<file path="src/rtl/vga_timing_gen.sv">
// -----------------------------------------------------------------------------
// vga_timing_gen
//   Free-running VGA raster timing generator (default 640x480 @ 60 Hz).
//   Produces the pixel/line counters, sync pulses, the visible-area flag and
//   line/frame strobes for the downstream pixel/colour stage. Every output is
//   registered and derived from the same next coordinate, so all outputs
//   describe the same (hpos, vpos) on every cycle.
//
//   Optional feature macro: VGA_TIMING_FRAME_CNT_EN
//     defined   -> frame counter register drives frame_no
//     undefined -> no frame counter, frame_no tied to 0
//
// Ports
//   clk          in   pixel clock
//   reset        in   async assert, active-high (release synchronously upstream)
//   hsync        out  horizontal sync, active level set by SYNC_NEG
//   vsync        out  vertical sync (level per line), active level set by SYNC_NEG
//   display_on   out  1 inside the visible area
//   hpos         out  [9:0] pixel column, 0..H_TOTAL-1
//   vpos         out  [9:0] line number, 0..V_TOTAL-1
//   line_start   out  1-cycle strobe at hpos==0
//   frame_start  out  1-cycle strobe at hpos==0 && vpos==0
//   frame_no     out  [FRAME_W-1:0] frame counter
// -----------------------------------------------------------------------------
module vga_timing_gen #(
    parameter int H_VIS    = 640,
    parameter int H_FP     = 16,
    parameter int H_SYNC   = 96,
    parameter int H_BP     = 48,
    parameter int V_VIS    = 480,
    parameter int V_FP     = 10,
    parameter int V_SYNC   = 2,
    parameter int V_BP     = 33,
    parameter bit SYNC_NEG = 1'b1,
    parameter int FRAME_W  = 9
) (
    input  logic               clk,
    input  logic               reset,
    output logic               hsync,
    output logic               vsync,
    output logic               display_on,
    output logic [9:0]         hpos,
    output logic [9:0]         vpos,
    output logic               line_start,
    output logic               frame_start,
    output logic [FRAME_W-1:0] frame_no
);

    localparam int H_TOTAL = H_VIS + H_FP + H_SYNC + H_BP;
    localparam int V_TOTAL = V_VIS + V_FP + V_SYNC + V_BP;

    localparam logic [9:0] H_LAST = 10'(H_TOTAL - 1);
    localparam logic [9:0] V_LAST = 10'(V_TOTAL - 1);

    // Region bounds are 11 bits so an end bound of exactly 1024 still compares correctly.
    localparam logic [10:0] H_VIS_END  = 11'(H_VIS);
    localparam logic [10:0] V_VIS_END  = 11'(V_VIS);
    localparam logic [10:0] HS_BEG     = 11'(H_VIS + H_FP);
    localparam logic [10:0] HS_END     = 11'(H_VIS + H_FP + H_SYNC);
    localparam logic [10:0] VS_BEG     = 11'(V_VIS + V_FP);
    localparam logic [10:0] VS_END     = 11'(V_VIS + V_FP + V_SYNC);

    logic [9:0] hpos_q, hpos_d;
    logic [9:0] vpos_q, vpos_d;
    logic       hsync_q, hsync_d;
    logic       vsync_q, vsync_d;
    logic       display_on_q, display_on_d;
    logic       line_start_q, line_start_d;
    logic       frame_start_q, frame_start_d;

    logic [10:0] h_ext, v_ext;
    logic        hs_act, vs_act;

    // NOTE: every signal written in always_comb gets a default first, so no
    // path can leave it unassigned and infer a latch.
    always_comb begin
        hpos_d = hpos_q + 10'd1;
        vpos_d = vpos_q;
        if (hpos_q == H_LAST) begin
            hpos_d = '0;
            vpos_d = (vpos_q == V_LAST) ? '0 : vpos_q + 10'd1;
        end

        // All outputs are decoded from the coordinate being entered, so they
        // land in the same register stage as hpos/vpos.
        h_ext  = {1'b0, hpos_d};
        v_ext  = {1'b0, vpos_d};
        hs_act = (h_ext >= HS_BEG) && (h_ext < HS_END);
        vs_act = (v_ext >= VS_BEG) && (v_ext < VS_END);

        hsync_d       = hs_act ^ SYNC_NEG;
        vsync_d       = vs_act ^ SYNC_NEG;
        display_on_d  = (h_ext < H_VIS_END) && (v_ext < V_VIS_END);
        line_start_d  = (hpos_d == '0);
        frame_start_d = (hpos_d == '0) && (vpos_d == '0);
    end

    // NOTE: sequential state uses non-blocking assignments so every flop
    // samples pre-edge values regardless of statement order.
    always_ff @(posedge clk or posedge reset) begin
        if (reset) begin
            hpos_q        <= H_LAST;
            vpos_q        <= V_LAST;
            hsync_q       <= SYNC_NEG;
            vsync_q       <= SYNC_NEG;
            display_on_q  <= 1'b0;
            line_start_q  <= 1'b0;
            frame_start_q <= 1'b0;
        end else begin
            hpos_q        <= hpos_d;
            vpos_q        <= vpos_d;
            hsync_q       <= hsync_d;
            vsync_q       <= vsync_d;
            display_on_q  <= display_on_d;
            line_start_q  <= line_start_d;
            frame_start_q <= frame_start_d;
        end
    end

`ifdef VGA_TIMING_FRAME_CNT_EN
    logic [FRAME_W-1:0] frame_no_q, frame_no_d;

    // Resets to all ones so the first frame entered after reset reads 0.
    always_comb begin
        frame_no_d = frame_no_q;
        if (frame_start_d) frame_no_d = frame_no_q + 1'b1;
    end

    always_ff @(posedge clk or posedge reset) begin
        if (reset) frame_no_q <= '1;
        else       frame_no_q <= frame_no_d;
    end

    assign frame_no = frame_no_q;
`else
    assign frame_no = '0;
`endif

    assign hpos        = hpos_q;
    assign vpos        = vpos_q;
    assign hsync       = hsync_q;
    assign vsync       = vsync_q;
    assign display_on  = display_on_q;
    assign line_start  = line_start_q;
    assign frame_start = frame_start_q;

endmodule

</file>
<file path="config.mk">
export PLATFORM = sky130hd
export DESIGN_NAME = vga_timing_gen
export DESIGN_NICKNAME = d
export VERILOG_FILES = /design/src/rtl/vga_timing_gen.sv
export SDC_FILE = /design/constraint.sdc
export NUM_CORES = 1
export LEC_CHECK = 0
export ABC_AREA = 0
export BUFFER_PORTS_ARGS = -buffer_cell sky130_fd_sc_hd__buf_4
export CORE_UTILIZATION = 45
export DETAILED_ROUTE_END_ITERATION = 16
export PLACE_DENSITY = 0.68
export SETUP_SLACK_MARGIN = 0.3
export SLEW_MARGIN = 20
export SYNTH_ARGS = -nofsm -noshare
export SYNTH_HDL_FRONTEND = slang
export SYNTH_SLANG_ARGS = --single-unit
</file>
<file path="constraint.sdc">
create_clock -name clk -period 3.2 [get_ports clk]
set_input_delay 0.48 -clock clk [delete_from_list [all_inputs] [get_ports clk]]
set_output_delay 0.48 -clock clk [all_outputs]
set_load 0.02 [all_outputs]
</file>
==> impl_metrics.ini, run 1 <==
[drt]
drt-met1-wl_microns = 1560
wirelength_microns = 3340
first_pass_iters = 4
via_per_inst = 5.51
wl_per_cell_microns = 13.9
routed.top_layer = met4
num_vias = 1323
drt_iter0_markers = 60
wl_met3_microns = 220
drc = 0
wl_met2_microns = 1510
ant_nets = 0

[worst_setup_path]
cp-end-kind = register
critPathKind = reg2reg
reg2reg_slack_ns = 0.65
required_ns = 3.45
start_kind = register
critPathMaxStageDelay_ns = 0.58
path_delay_family = simple AND/OR/NAND/NOR gates
r2r_start = hpos[0]
crit_path_max_fanout = 6
cp_cell_sequence = ha_1 > and4_4 > nand3_4 > nor4_1 > xor2_1 > or4_4 > nor4_2
crit_buf_inv = 0
cp.arrival_ns = 2.80
r2r-end = frame_start
cpMaxStageDelayCell = dfstp_2
r2r_cells = 7

[yosys]
synthFlopType = dfrtp_1
synth_top_area_cell = dfrtp_1
yosysUniqueCellTypes = 49
ys_seq_area_share_pct = 39.1
synth_edf_count = 0
synth.most_common_cell = nand2_1
syn_area_sq_um = 1640
synth_warnings = 0
ys_async_sr_fraction_pct = 100
avgSynthCellArea_sq_um = 9.41
synth_common_cells = nand2_1, dfrtp_1, dfstp_2, nor2_1, buf_4
yosysTopAreaCellShare_pct = 19.9
syn_inst = 174
ys_ff_latch = 25
ys_top_cells_by_area = dfrtp_1, dfstp_2, xnor2_1

[finish]
antennaDiodeCount = 0
nets = 200
drive_gt1_share_pct = 28.4
postLayoutCoreUtil_pct = 53.2
fin_area_sq_um = 1820
area_growth_pct = 10.8
fill_cells = 313

[grt]
grt_max_degree = 26
grt_pass1_wl_microns = 5530
grt.total_usage_pct = 18.0
antenna_found_initial = 0
grt-ovfl-total = 0
grt_pass1_vias = 1197

[die]
die_area_sq_um = 3890
die_w_microns = 62.3
initial_core_util_pct = 47.9
core-area_sq_um = 3420
pin_count = 36
rows = 21
die_y_microns = 62.3

[sta]
hold_viol_final = 0
holdWs_ns = 0.325
fmax_mhz = 392
setup_viol = 0
rsz0062_at_grt = no
fin_setup_tns_ns = 0
period_minus_slack_ns = 2.55
worst_slew_pin_slew_ns = 0.899
clock_skew_ns = 0.00517
slew_viol_final = 0
slew_headroom_pct = 40.0
post-route-period-util_pct = 79.7

[flow_run]
drv_cap = 0

[clock_tree]
cts-root-buf = clkbuf_4
cts_tree = built
clk_path_buf_depth = 2
clkLatencyLatePin_ns = 0.33
cts-hold-fix-buffers = 0
path_clk_slew_ns = 0.14
postCtsSetupBuffers = 0
cts_resized = 0
h-tree-depth = 1
numCtsBuffers = 3
clock-sinks = 25

[placed_design]
hpwl_microns = 2470
placed_cell_area_sq_um = 1790
gp_congestion = 1.06
port_buffers = 26

[power]
p_leak_nw = 0.779
power_density_nw_per_um2 = 265
ir_worst_vdd_mv = 0.143
total_power_mw = 0.481

[run_status]
status = finished clean

[min_path]
min_path_type = in2async
layer usage:
layer,GRT usage (%),up-vias
li1,-,641
met1,25.0,614
met2,27.7,61
met3,2.94,7
met4,7.56,0
met5,0,-
logic make-up after synthesis:
family                     share of synthesized area (%)
DFF                                                 39.1
muxes                                               1.37
xor gates and xnor gates                            6.95
AOI/OAI and AO/OA                                   12.4
and+or+nand+nor                                     27.5
adders and majority gates                           2.29
other                                              0.229
buffers and inverters                               10.2
worst max path at each step:
stage	to	slack, ns	start	cells after the start
floorplan	frame_start	0.72	hpos[0]	8
global placement	frame_start	0.78	hpos[0]	7
detailed placement	frame_start	0.69	hpos[0]	7
CTS	frame_start	0.66	hpos[0]	7
global route	frame_start	0.52	hpos[5]	6
finish	frame_start	0.65	hpos[0]	7
where the power goes:
part / total, mW / internal, mW / switching (mW)
Combinational: 0.0159 / 0.000825 / 0.0151
Sequential: 0.317 / 0.317 / 0
Clock: 0.148 / 0.0470 / 0.101
placed cells by master (no fill, tap or decap), drive strengths merged, types with 2 or more instances in the layout:
cell,n
ha,3
nor2,12
a21oi,9
and3b,2
nor4,4
conb,9
clkbuf,3
a211oi,2
a21o,2
nor3,7
nand4,4
or3,3
nor4b,2
o22ai,2
buf,26
xnor2,9
dfrtp,13
inv,9
nand2,15
dfstp,12
a31oi,3
and3,2
o21ai,9
xor2,4
nand3,11
final cells by class:
type,instances,area (sq um),area share [%]
repair buffers,26,195,10.8
well taps,46,57.6,3.17
flip-flops and latches,25,641,35.3
inverters,9,33.8,1.86
multi-input cells,130,861,47.4
clock buffers,3,22.5,1.24
clock inverters,1,5.00,0.276
stage by stage:
step                      worst slack [ns]  std cells
after detailed placement             0.695        236
after CTS                            0.663        240
final                                0.651        240
after floorplan                      0.723        182
after global placement               0.779        236
after global routing                 0.519        240
worst reg2reg max path: stages (launching register included):
cell and delay, ns:
dfstp_2 0.58, ha_1 0.26, and4_4 0.31, nand3_4 0.10, nor4_1 0.39, xor2_1 0.14
or4_4 0.56, nor4_2 0.14
state kept, by name (all words and copies together) (netlist names):
name,cells
display_on,1
hsync,1
vsync,1
line_start,1
hpos,10
frame_start,1
vpos,10
No activity file was read; power rests on OpenSTA's default activity.
==> run 2: changes to the inputs <==
- ABC_AREA: 0 -> 1
- PLACE_DENSITY: 0.68 -> 0.71
- clock period: 3.2 -> 2.2 ns (I/O delays scaled with it)
==> impl_metrics.ini, run 2 <==
[finish]
final_cell_mix = nand2_1, buf_4, inv_1
nets = 280
antennaDiodeCount = 0
drive_gt1_share_pct = 29.2
area_growth_pct = 23.0
final_common_cell = nand2_1

[grt]
grt_max_degree = 22
antenna_found_initial = 0
grt-ovfl-total = 0
grt.total_usage_pct = 20.1
grt_pass1_vias = 1377
grt_pass1_wl_microns = 6250

[worst_setup_path]
cpMaxStageDelayCell = dfstp_2
required_ns = 2.42
critPathMaxStageDelay_ns = 0.59
crit_start = hpos[0]
critPathKind = reg2reg
r2r_start = hpos[0]
crit_buf_inv = 1
start_kind = register
path_delay_family = simple AND/OR/NAND/NOR gates
cp.arrival_ns = 2.11
cp-end-kind = register
crit_path_max_fanout = 8
cp_cell_sequence = ha_4 > nand2_4 > nor2_4 > nand3_4 > o21bai_1 > nand2_1 > a21oi_2 > nand3_2 > nand3b_1 > inv_1

[sta]
setup_ws_ns = 0.319
clock_skew_ns = 0.00127
holdWs_ns = 0.144
slew_headroom_pct = 48.4
post-route-period-util_pct = 85.5
fmax_mhz = 532
rsz0062_at_grt = yes
setup_viol = 0
period_minus_slack_ns = 1.88
hold_viol_final = 0
slew_viol_final = 0
fin_setup_tns_ns = 0
worst_slew_pin_slew_ns = 0.773

[placed_design]
hpwl_microns = 2930
gp_congestion = 0.920
place_ws_ns = 0.226
port_buffers = 26

[yosys]
synth.most_common_cell = nand2_1
ys_async_sr_fraction_pct = 100
syn_area_sq_um = 1640
ys_top_cells_by_area = dfrtp_1, dfstp_2, nand2_1
synth_edf_count = 0
ys_ff_latch = 25
synth_common_cells = nand2_1, inv_1, nor2_1, nand3_1, dfrtp_1
yosysTopAreaCellShare_pct = 19.8
synthFlopType = dfrtp_1
synth_warnings = 0
avgSynthCellArea_sq_um = 6.95
syn_inst = 236
yosysUniqueCellTypes = 26
ys_seq_area_share_pct = 39.1
synth_top_area_cell = dfrtp_1

[die]
die_w_microns = 62.4
pin_count = 36
rows = 21
core-area_sq_um = 3420
die_y_microns = 62.4
die_area_sq_um = 3890
initial_core_util_pct = 48.0

[clock_tree]
h-tree-depth = 1
path_clk_slew_ns = 0.13
clk_path_buf_depth = 2
cts-hold-fix-buffers = 0
clock-sinks = 25
clkLatencyLatePin_ns = 0.31
numCtsBuffers = 3
cts-root-buf = clkbuf_4
cts_tree = built

[drt]
drt-met1-wl_microns = 1800
wl_met3_microns = 251
drt_iter0_markers = 137
drc = 0
num_vias = 1597
wl_per_cell_microns = 12.4
via_per_inst = 4.99
routed.top_layer = met4
wl_met2_microns = 1860
wirelength_microns = 3980
first_pass_iters = 4
ant_nets = 0

[power]
p_leak_nw = 1.05
ir_worst_vdd_mv = 0.210
power_density_nw_per_um2 = 343

[flow_run]
drv_cap = 0

[run_status]
status = finished clean

[min_path]
min_path_type = in2async
run 2: area by class of cell:
type	count	area, sq um
well taps	46	57.6
multi-input cells	167	855
fillers	321	1400
clock buffers	4	26.3
repair buffers	38	285
inverters	40	150
flip-flops and latches	25	642
run 2: routing by layer:
metal,GRT usage (%),vias to the layer above
li1,-,788
met1,28.8,731
met2,32.0,72
met3,1.84,6
met4,6.69,0
met5,0,-
run 2: where the power goes:
group          internal (mW)  switching [mW]
logic                0.00346          0.0224
clock network         0.0708           0.134
registers              0.461               0
run 2: path summary, 6_finish.rpt:
kind,end,slack [ns],cells after the start
min in group clk,hpos[2],0.58,2
worst max register to register,display_on,0.32,10
worst min-delay path,vpos[4],0.14,2
worst max-delay path,display_on,0.32,10
max in group asynchronous,hpos[0],1.42,3
worst min register to register,hpos[2],0.58,2
run 2: cell families (layout without fill, tap and decap cells):
| family | Yosys count | after routing | share of synthesized area, % |
|---|---|---|---|
| other | 1 | 9 | 0.229 |
| and+or+nand+nor | 140 | 140 | 39.0 |
| xor gates and xnor gates | 1 | 1 | 0.534 |
| adders and majority gates | 3 | 3 | 2.29 |
| AOI/OAI and AO/OA | 14 | 14 | 4.66 |
| DFF | 25 | 25 | 39.1 |
| buffers and inverters | 52 | 82 | 14.2 |
run 2: worst reg2reg max path: stages, from the launching register on:
cell      delay (ns)
dfstp_2         0.59
ha_4            0.15
nand2_4         0.07
nor2_4          0.14
nand3_4         0.13
o21bai_1        0.19
nand2_1         0.14
a21oi_2         0.14
nand3_2         0.09
nand3b_1        0.11
inv_1           0.04
run 2: what timing repair did:
item | in CTS | in global routing
setup buffers | 6 | 4
setup endpoints to repair | 3 | 4
pin swaps | 6 | 9
resized for setup | 4 | 12
run 2: metrics by stage:
step           util [%]  cell area, sq um  std cells  total power [mW]
4_1_cts            56.7              1940        316             0.700
3_5_place_dp       54.3              1850        306             0.495
3_3_place_gp       54.3              1850        306             0.495
6_report           59.0              2020        320             0.692
5_1_grt            59.0              2020        320             0.718
2_1_floorplan         -              1670        244             0.501
